## config.mk

```make
export PLATFORM = sky130hd
export DESIGN_NAME = tx_arbiter
export DESIGN_NICKNAME = d
export VERILOG_FILES = /design/src/rtl/tx_arbiter.sv
export SDC_FILE = /design/constraint.sdc
export NUM_CORES = 1
export LEC_CHECK = 0
export CAP_MARGIN = 15
export CORE_UTILIZATION = 35
export DETAILED_ROUTE_END_ITERATION = 7
export SETUP_SLACK_MARGIN = 0.1
export SLEW_MARGIN = 20
export SYNTH_ARGS = -nofsm -noshare
export SYNTH_HDL_FRONTEND = slang
export SYNTH_SLANG_ARGS = --single-unit
export TNS_END_PERCENT = 20
```

## constraint.sdc

```tcl
create_clock -name clock -period 3.35 [get_ports clock]
set_input_delay 0.8375 -clock clock [delete_from_list [all_inputs] [get_ports clock]]
set_output_delay 0.8375 -clock clock [all_outputs]
set_load 0.005 [all_outputs]
```

## src/rtl/tx_arbiter.sv

```systemverilog
// tx_arbiter: two byte FIFOs (DMA side, memory hub side) arbitrated
// round-robin into a single UART transmitter launch interface.
//
// Ports:
//   clock, reset       : system clock, synchronous active-high reset
//   start0/data0/full0 : port 0 byte push, full flag
//   start1/data1/full1 : port 1 byte push, full flag
//   tx_start, sdata    : one-cycle launch pulse and held byte to transmit
//   tx_busy            : UART busy flag
//   overflow           : sticky per-port drop flags
//   idle               : both FIFOs empty and FSM idle
module tx_arbiter #(
    parameter int DEPTH = 4
) (
    input  logic       clock,
    input  logic       reset,
    input  logic       start0,
    input  logic [7:0] data0,
    output logic       full0,
    input  logic       start1,
    input  logic [7:0] data1,
    output logic       full1,
    output logic       tx_start,
    output logic [7:0] sdata,
    input  logic       tx_busy,
    output logic [1:0] overflow,
    output logic       idle
);

    localparam int AW = $clog2(DEPTH);

    typedef enum logic [1:0] {
        IDLE,
        WAIT_HI,
        WAIT_LO
    } state_t;

    logic [7:0]    mem [2][DEPTH];
    logic [AW-1:0] wptr [2];
    logic [AW-1:0] rptr [2];
    logic [AW:0]   cnt [2];
    logic [7:0]    data_v [2];
    logic [1:0]    start_v;
    logic [1:0]    full_v;
    logic [1:0]    nempty;
    logic [1:0]    push;
    logic [1:0]    pop;

    state_t     state_q, state_d;
    logic [1:0] timer_q, timer_d;
    logic       last_q, last_d;
    logic       grant;
    logic       launch;
    logic       tx_start_d;
    logic [7:0] sdata_d;

    assign start_v   = {start1, start0};
    assign data_v[0] = data0;
    assign data_v[1] = data1;

    // DEPTH is a power of two, so the count MSB alone marks full.
    assign full_v[0] = cnt[0][AW];
    assign full_v[1] = cnt[1][AW];
    assign nempty[0] = |cnt[0];
    assign nempty[1] = |cnt[1];

    assign push = start_v & ~full_v;
    assign pop  = {launch & grant, launch & ~grant};

    assign full0 = full_v[0];
    assign full1 = full_v[1];
    assign idle  = ~|nempty && (state_q == IDLE);

    always_ff @(posedge clock) begin
        for (int n = 0; n < 2; n++) begin
            if (push[n]) begin
                mem[n][wptr[n]] <= data_v[n];
            end
        end
    end

    always_ff @(posedge clock) begin
        if (reset) begin
            for (int n = 0; n < 2; n++) begin
                wptr[n] <= '0;
                rptr[n] <= '0;
                cnt[n]  <= '0;
            end
            overflow <= 2'b00;
        end else begin
            for (int n = 0; n < 2; n++) begin
                if (push[n]) begin
                    wptr[n] <= wptr[n] + 1'b1;
                end
                if (pop[n]) begin
                    rptr[n] <= rptr[n] + 1'b1;
                end
                if (push[n] && !pop[n]) begin
                    cnt[n] <= cnt[n] + 1'b1;
                end else if (!push[n] && pop[n]) begin
                    cnt[n] <= cnt[n] - 1'b1;
                end
                // full is registered, so a same-edge pop cannot save the byte
                if (start_v[n] && full_v[n]) begin
                    overflow[n] <= 1'b1;
                end
            end
        end
    end

    always_comb begin
        state_d    = state_q;
        timer_d    = timer_q;
        last_d     = last_q;
        sdata_d    = sdata;
        tx_start_d = 1'b0;
        launch     = 1'b0;
        if (nempty[0] && nempty[1]) begin
            grant = ~last_q;
        end else begin
            grant = nempty[1];
        end
        unique case (state_q)
            IDLE: begin
                if (!tx_busy && |nempty) begin
                    launch     = 1'b1;
                    tx_start_d = 1'b1;
                    sdata_d    = mem[grant][rptr[grant]];
                    last_d     = grant;
                    timer_d    = 2'd0;
                    state_d    = WAIT_HI;
                end
            end
            WAIT_HI: begin
                timer_d = timer_q + 2'd1;
                if (tx_busy || timer_q == 2'd3) begin
                    state_d = WAIT_LO;
                end
            end
            WAIT_LO: begin
                if (!tx_busy) begin
                    state_d = IDLE;
                end
            end
            default: begin
                state_d = IDLE;
            end
        endcase
    end

    always_ff @(posedge clock) begin
        if (reset) begin
            state_q  <= IDLE;
            timer_q  <= 2'd0;
            last_q   <= 1'b1;
            tx_start <= 1'b0;
            sdata    <= 8'h00;
        end else begin
            state_q  <= state_d;
            timer_q  <= timer_d;
            last_q   <= last_d;
            tx_start <= tx_start_d;
            sdata    <= sdata_d;
        end
    end

endmodule

```

Yosys cells after proc, flatten, opt, wreduce, memory -nomap -nowiden:

Memories as Yosys holds them, arrays and structs flattened.
Cells that the tools add are included.

* register bits: 16
* output and inout bits: 14
* RAM bits: 78
* memories kept: 4

* magnitude comparators: 5
* $add $sub $neg: 9
* reductions and logical operators: 26
* bitwise logic cells: 17
* eq/ne operators: 6
* muxes and demuxes: 54

Memories
* mem: words 2, width 32, rd ports 1, clocked after memory_dff 0, write ports 2, line 38 `logic [7:0] mem [2][DEPTH];`
* cnt: words 2, width 3, rd ports 2, clocked after memory_dff 0, write ports 2, line 41 `logic [AW:0] cnt [2];`
* rptr: words 2, width 2, rd ports 3, clocked after memory_dff 0, write ports 2, line 40 `logic [AW-1:0] rptr [2];`
* wptr: words 2, width 2, rd ports 2, clocked after memory_dff 0, write ports 2, line 39 `logic [AW-1:0] wptr [2];`

Operator list (count)
* $mux 32: 2
* $demux 8 s2: 2
* $mux 8: 4
* $mux 1: 31
* $bmux 8 s2: 1
* $mux 2: 8
* $mux 3: 4
* $logic_and 1x1->1: 11
* $add 2x1->2 const B: 5
* $ge 3x3->1 const B: 3
* $not 2->3: 3
* $or 1x1->1: 8
* $add 3x1->3 const B: 2
* $logic_not 1->1: 6
* $lt 3x1->1 const B: 2
* $pmux 2 s3: 1
* $reduce_or 3->1: 2
* $reduce_or 6->1: 1
* $sub 3x1->3 const B: 2
* $eq 2x2->1 const B: 2
* $ne 2x2->1 const B: 2
* $pmux 2 s2: 1
* $reduce_and 2->1: 2
* $reduce_and 3->1: 1
* 9 further kinds: 11

Logic depth before layout (Yosys ltp):

Gate-level depths: netlist (run 1).

* depth in word-level cells: 12
* gate-level depth with buffers: 12

Least setup slack after synthesis (run 1):

No wires, ideal clock.

* kind: input to register
* from: input port reset
* to: memory cnt[0][2] (netlist bit) (data pin)
* required time: 3.203 ns
* stages: 9
* arrival time: 2.300 ns
* path buffers: 0
* setup time: 0.147 ns
* setup slack: 0.904 ns
* cells stage by stage: nor4_4 -> nand2_2 -> inv_1 -> nand2_1 -> fa_1 -> xor2_1 -> a311oi_1 -> a31oi_1 -> a21oi_1

RTL lines
* from (decl): line 16 `input logic reset,`
* to (decl): line 41

==> results of run 1 <==
worst max-delay path, stage by stage (launching register included):
cell             delay (ns)
edfxtp_1               0.41
inv_1                  0.10
ha_1                   0.17
nor2b_2                0.25
nand2_1                0.20
nor3_1                 0.18
clkdlybuf4s50_1        0.53
synthesized netlist by cell type (2+ instances only):
library cell,n,area (um2)
nand3_1,5,25.0
a21o_1,2,15.0
ha_1,12,150
edfxtp_1,78,2340
inv_1,11,41.3
and2_1,10,62.6
nand2b_1,11,68.8
nor4_1,4,25.0
nor3_1,4,20.0
buf_2,2,10.0
mux4_2,16,360
a31oi_1,3,18.8
buf_4,2,15.0
a211oi_1,8,60.1
clkbuf_1,4,15.0
a21oi_1,11,55.1
xnor2_1,4,35.0
nor2_1,22,82.6
o21ai_0,3,15.0
nand2_1,8,30.0
mux2i_1,8,80.1
nor2b_1,3,18.8
dfxtp_1,16,320
buf_1,3,11.3
layer usage:
layer | share of wire, % | vias up
met3 | 3.8 | 9
met4 | 1.9 | 0
li1 | - | 1110
met2 | 49 | 46
met5 | 0 | -
met1 | 45 | 1155
through the flow:
step | total power [W] | utilization, % | hold WS, ns | worst slack, ns | instance area, um2
after floorplan | 0.00233 | - | 0.452 | 0.904 | 4090
after global placement | 0.00267 | 40.2 | 0.451 | 0.330 | 4590
after detailed placement | 0.00269 | 40.2 | 0.462 | 0.262 | 4590
after CTS | 0.00369 | 42.8 | 0.476 | 0.160 | 4890
after global routing | 0.00387 | 42.8 | 0.506 | 0.155 | 4890
final | 0.00365 | 42.8 | 0.473 | 0.316 | 4890
path summary, 6_finish.rpt:
check	startpoint	endpoint	slack (ns)	cells past startpoint
worst max-delay path	cnt[1][0]	idle	0.32	6
worst min register to register	overflow[0]	overflow[0]	0.47	2
worst min-delay path	overflow[0]	overflow[0]	0.47	2
worst max register to register	cnt[1][0]	cnt[0][2]	0.87	11
cell type report:
| class | count | area, um2 | share of cell area, % |
|---|---|---|---|
| well taps | 143 | 179 | 3.66 |
| clock inverters | 5 | 37.5 | 0.768 |
| multi-input cells | 154 | 1320 | 27.0 |
| clock buffers | 11 | 254 | 5.20 |
| repair buffers | 41 | 393 | 8.04 |
| flip-flops and latches | 94 | 2660 | 54.5 |
| inverters | 11 | 41.3 | 0.845 |
placed cells by master, fill, tap and decap left out, types with 2 or more instances in the layout:
master | Yosys | layout
dfxtp_1 | 16 | 16
a21o_1 | 2 | 2
a211oi_1 | 8 | 8
nand2_1 | 8 | 8
nor2b_1 | 3 | 2
edfxtp_1 | 78 | 78
buf_4 | 2 | 7
o21ai_0 | 3 | 3
mux2i_1 | 8 | 8
nor3_1 | 4 | 4
inv_6 | 0 | 2
inv_1 | 11 | 11
nand3_1 | 5 | 5
xnor2_1 | 4 | 4
nor4_1 | 4 | 4
nand2b_1 | 11 | 11
a21oi_1 | 11 | 11
ha_1 | 12 | 12
mux4_2 | 16 | 16
nor2_1 | 22 | 22
clkdlybuf4s50_1 | 0 | 34
a31oi_1 | 3 | 3
clkbuf_16 | 0 | 10
and2_1 | 10 | 10
registers in the layout, summed over array words and instances (netlist names):
name,count
cnt,6
last_q,1
mem,64
overflow,2
rptr,4
sdata,8
state_q,2
timer_q,2
tx_start,1
wptr,4
power by group:
group | internal (W) | switching (W)
clock | 0.000555 | 0.000440
sequential | 0.00149 | 0.000157
combinational | 0.000488 | 0.000520
total | 0.00253 | 0.00112
logic make-up (layout without fill, tap and decap cells):
logic type	Yosys count	in the layout	share of synthesized area, %
XOR/XNOR	5	5	1.07
AND/OR/NAND/NOR	75	75	10.1
adder cells (fa/ha/maj)	13	13	4.17
multiplexers	24	24	10.8
buffers and inverters	23	68	2.54
flip-flops	94	94	65.2
AO/OA/AOI/OAI	37	37	6.19
==> summary.txt, run 1 <==
Detailed routing
  – Vias: ~2300
  – DR pass1 iterations: 4
  – Final ANT Viol Nets: 0
  – Vias per cell: 5.05
  – 1st-iter DRT viols: 142
  – DRC: 0
  – Final wirelength: roughly 7.8 mm
  – Drt wl/cell: 17.1 um

STA
  – Layout Skew: slightly above 0.009 ns
  – Setup TNS: 0 ns
  – Slew @ Worst Pin: 0.625 ns
  – Fin. max-slew vios: 0
  – Post-layout min period: 3.03 ns
  – FMAX: 330 MHz
  – RSZ-0062 raised after global routing: no
  – Relative slew slack: 58.4%
  – Fin. Hold Viols: 0
  – Fin crit share: 90.6%
  – Setup violations, final: 0

Placement
  – Hpwl dp: 5.45 mm
  – Port bufs: 34
  – Cell total after placement: around 440
  – Final Wtd Congestion: 0.768

Clock network
  – Root buf cell: clkbuf_16
  – Reg clk slew, reported paths: around 0.07 ns
  – CTS sink count: 94
  – Clock latency on the worst-skew pair: 0.34 ns
  – Setup Fix Bufs, Post-CTS: 0
  – Clk buf depth: 2
  – Post-CTS Resized: 0
  – Cts hold-fix bufs: 0
  – CTS tree: yes
  – CTS buffer count: 9
  – H-tree depth: 3

Synth
  – Register bit total from synthesis: 94
  – Yosys warns: 0
  – Mapped Cells: 271
  – Async S/R FF share, synth: 0%
  – Synthesized area per cell: 15.1 um2
  – Syn nets: 305
  – Number of synthesized flops with an enable pin: 78
  – Netlist cell types: 45
  – Top_reg_cell synth: edfxtp_1
  – Mapped cell area: 4090 um2
  – Seq/Total Area, Yosys: 65.2%

Outcome
  – Status: finished, final reports clean

Worst hold path
  – Worst hold path type: flip-flop to flip-flop

Global route
  – Met3 GRT Util: 4.06%
  – First-pass GRT wire length: 12.5 mm
  – Routing usage on met1: 18.5%
  – Antenna violations before repair: 0
  – GR Util met2: 23.1%
  – Overflow after GRT: 0
  – Tot GR Track Use: 14.5%
  – Busiest grt layer: met2
  – Largest net degree at the start of global routing: 29
  – Number of global-route vias before repair: 2374

Floorplanning
  – Die X: roughly 110 um
  – Die area: 12100 um2
  – # IOs: 35
  – Core footprint: 11400 um2
  – Row cnt: 39
  – Chip height: 110 um
  – Initial core utilization: 35.8%

Flow run
  – Max-cap violation count: 0

Power and ir drop
  – P_leak: between 1.5 and 2 nW
  – PD cells: around 750 nW/um2
  – Peak VDD IR: 0.000276 V

Final layout
  – Filler Cells Inserted: 1069
  – Layout net count: 345
  – Layout cell share with drive strength beyond 1: 13.9%
  – Layout overhead on the synthesized area: 19.7%
  – Post-Layout Cell Count: 459
  – Diodes inserted: 0

Worst setup path
  – Crit path launch type: flip-flop
  – Req. time, crit path: 2.51 ns
  – Crit Path Max Fanout: 5
  – CP Class: flip-flop to primary output
  – Crit path arrival time: 2.20 ns
  – Nature of the critical path endpoint: primary output
(Power assumes the default switching activity.)
==> run 2, diff against run 1 <==
--- a/config.mk
+++ b/config.mk
@@ -8,6 +8,7 @@
 export CAP_MARGIN = 15
 export CORE_UTILIZATION = 35
 export DETAILED_ROUTE_END_ITERATION = 7
+export GPL_TIMING_DRIVEN = 0
 export SETUP_SLACK_MARGIN = 0.1
 export SLEW_MARGIN = 20
 export SYNTH_ARGS = -nofsm -noshare
==> run 2 against run 1 <==
Via count is 0.13% lower; worst setup slack got worse by 0.011 ns; critical path type unchanged; clock-buffer cell count stayed put; first-iteration DRC count is 15% lower.
==> summary.txt, run 2 (same netlist as run 1, synthesis figures left out) <==
Clock network
  – CTS buffer count: 9
  – Setup Fix Bufs, Post-CTS: 0
  – Reg clk slew, reported paths: 0.07 ns
  – Root buf cell: clkbuf_16
  – CTS tree: yes
  – H-tree depth: 3
  – Clk buf depth: 2
  – CTS sink count: 94
  – Clock latency on the worst-skew pair: 0.33 ns

Worst setup path
  – Register-to-Register Path Depth: 12
  – Req. time, crit path: 2.51 ns
  – CP Class: flip-flop to primary output
  – Crit Path Max Fanout: 5
  – Nature of the critical path endpoint: primary output
  – Slack of the worst reg-to-reg path: roughly 0.73 ns
  – Crit path launch type: flip-flop
  – Worst Setup SP: cnt[1][0]
  – Reg-to-reg startpoint: cnt[1][0]
  – Crit path arrival time: 2.21 ns

STA
  – Post-layout min period: between 3 and 4 ns
  – Fin. max-slew vios: 0
  – Fin. Hold Viols: 0
  – Slew @ Worst Pin: 0.581 ns
  – Setup violations, final: 0
  – Setup TNS: 0 ns
  – Fin crit share: 90.9%
  – Layout Skew: 0.00571 ns
  – FMAX: 328 MHz
  – RSZ-0062 raised after global routing: no
  – Relative slew slack: just over 60%

Floorplanning
  – Die X: approximately 110 um
  – Initial core utilization: 35.8%
  – Die area: 12100 um2
  – Row cnt: 39
  – # IOs: 35
  – Chip height: 110 um
  – Core footprint: 11400 um2

Flow run
  – Max-cap violation count: 0

Worst hold path
  – Worst hold path type: flip-flop to flip-flop
  – Min-Delay Path Depth: 2
  – Worst hold start: overflow[1]

Power and ir drop
  – PD cells: roughly 760 nW/um2
  – P_leak: between 1.5 and 2 nW
  – Peak VDD IR: 0.000296 V

Final layout
  – Post-route cell area: about 4900 um2
  – Layout cell share with drive strength beyond 1: 12.5%
  – Max reg flops: 64
  – Layout overhead on the synthesized area: 20.5%
  – Most frequent cells in the layout: edfxtp_1 (78), clkdlybuf4s50_1 (34), nor2_1 (22)
  – Most common cell after layout, fill and taps aside: edfxtp_1
  – Layout net count: 350
  – Diodes inserted: 0

Global route
  – Tot GR Track Use: between 10% and 20%
  – Antenna violations before repair: 0
  – First-pass GRT wire length: 12.3 mm
  – Number of global-route vias before repair: 2337
  – Overflow after GRT: 0
  – Largest net degree at the start of global routing: 16

Detailed routing
  – Max Used Layer: met4
  – Met3 routed WL: approximately 490 um
  – Met1 Wirelength: approximately 3.4 mm
  – Final wirelength: between 7 and 8 mm
  – DR WL met2: 3.90 mm
  – Vias: 2317
  – Final ANT Viol Nets: 0
  – DR pass1 iterations: 4
  – Drt wl/cell: around 17 um
  – 1st-iter DRT viols: 120
  – Vias per cell: between 4 and 5
  – DRC: 0

Placement
  – DP Area: between 4000 and 5000 um2
  – Final Wtd Congestion: 0.808
  – Port bufs: 34
  – Hpwl dp: 5.47 mm

Outcome
  – Status: finished, final reports clean
## run 2: cell count changes in the layout (fill, tap and decap cells not counted), sizes merged
cell / delta
bufinv: +2
buf: +1
inv: -1
clkbuf: +4
clkinv: -1
## run 2: worst paths after layout
kind,to
worst max-delay path,idle
worst min-delay path,overflow[1]
worst max register to register,cnt[0][2]
worst min register to register,overflow[1]
## run 2: report_power, final
group | switching (W) | internal, W
clock network | 0.000420 | 0.000657
registers | 0.000105 | 0.00149
logic | 0.000574 | 0.000493
## run 2: worst max-delay path, stage by stage, from the launching register on
cell and delay (ns):
edfxtp_1 0.42, inv_1 0.10, ha_1 0.16, nor2b_2 0.27
nand2_1 0.21, nor3_1 0.19, clkdlybuf4s50_1 0.53
## run 2: per-stage QoR
| step | power (W) | instances | hold WS, ns | setup WS [ns] | utilization, % |
|---|---|---|---|---|---|
| 6_report | 0.00374 | 464 | 0.467 | 0.304 | 43.1 |
| 5_1_grt | 0.00395 | 464 | 0.499 | 0.116 | 43.1 |
| 4_1_cts | 0.00379 | 464 | 0.472 | 0.114 | 43.1 |
| 3_5_place_dp | 0.00270 | 448 | 0.456 | 0.0991 | 40.3 |
| 3_3_place_gp | 0.00268 | 448 | 0.446 | 0.0997 | 40.3 |
| 2_1_floorplan | 0.00233 | 271 | 0.452 | 0.904 | - |
## run 2: timing repair
item | 4_1_cts | 5_1_grt
resized for setup | 0 | 1
setup endpoints to repair | 0 | 1
hold buffers | 0 | 0
## run 2: final cells by class
cell class / instances / area [um2]
Fill cell: 1075 / 6500
Sequential cell: 94 / 2660
Multi-Input combinational cell: 154 / 1320
Timing Repair Buffer: 34 / 340
Clock buffer: 11 / 233
Tap cell: 143 / 179
Clock inverter: 5 / 81.3
Buffer: 12 / 62.6
Inverter: 11 / 41.3
## run 2: per-layer routing
metal | GRT usage [%] | vias up
met5 | 0 | -
met4 | 6.67 | 0
met3 | 3.47 | 7
met2 | 23.1 | 64
met1 | 18.6 | 1128
li1 | - | 1118
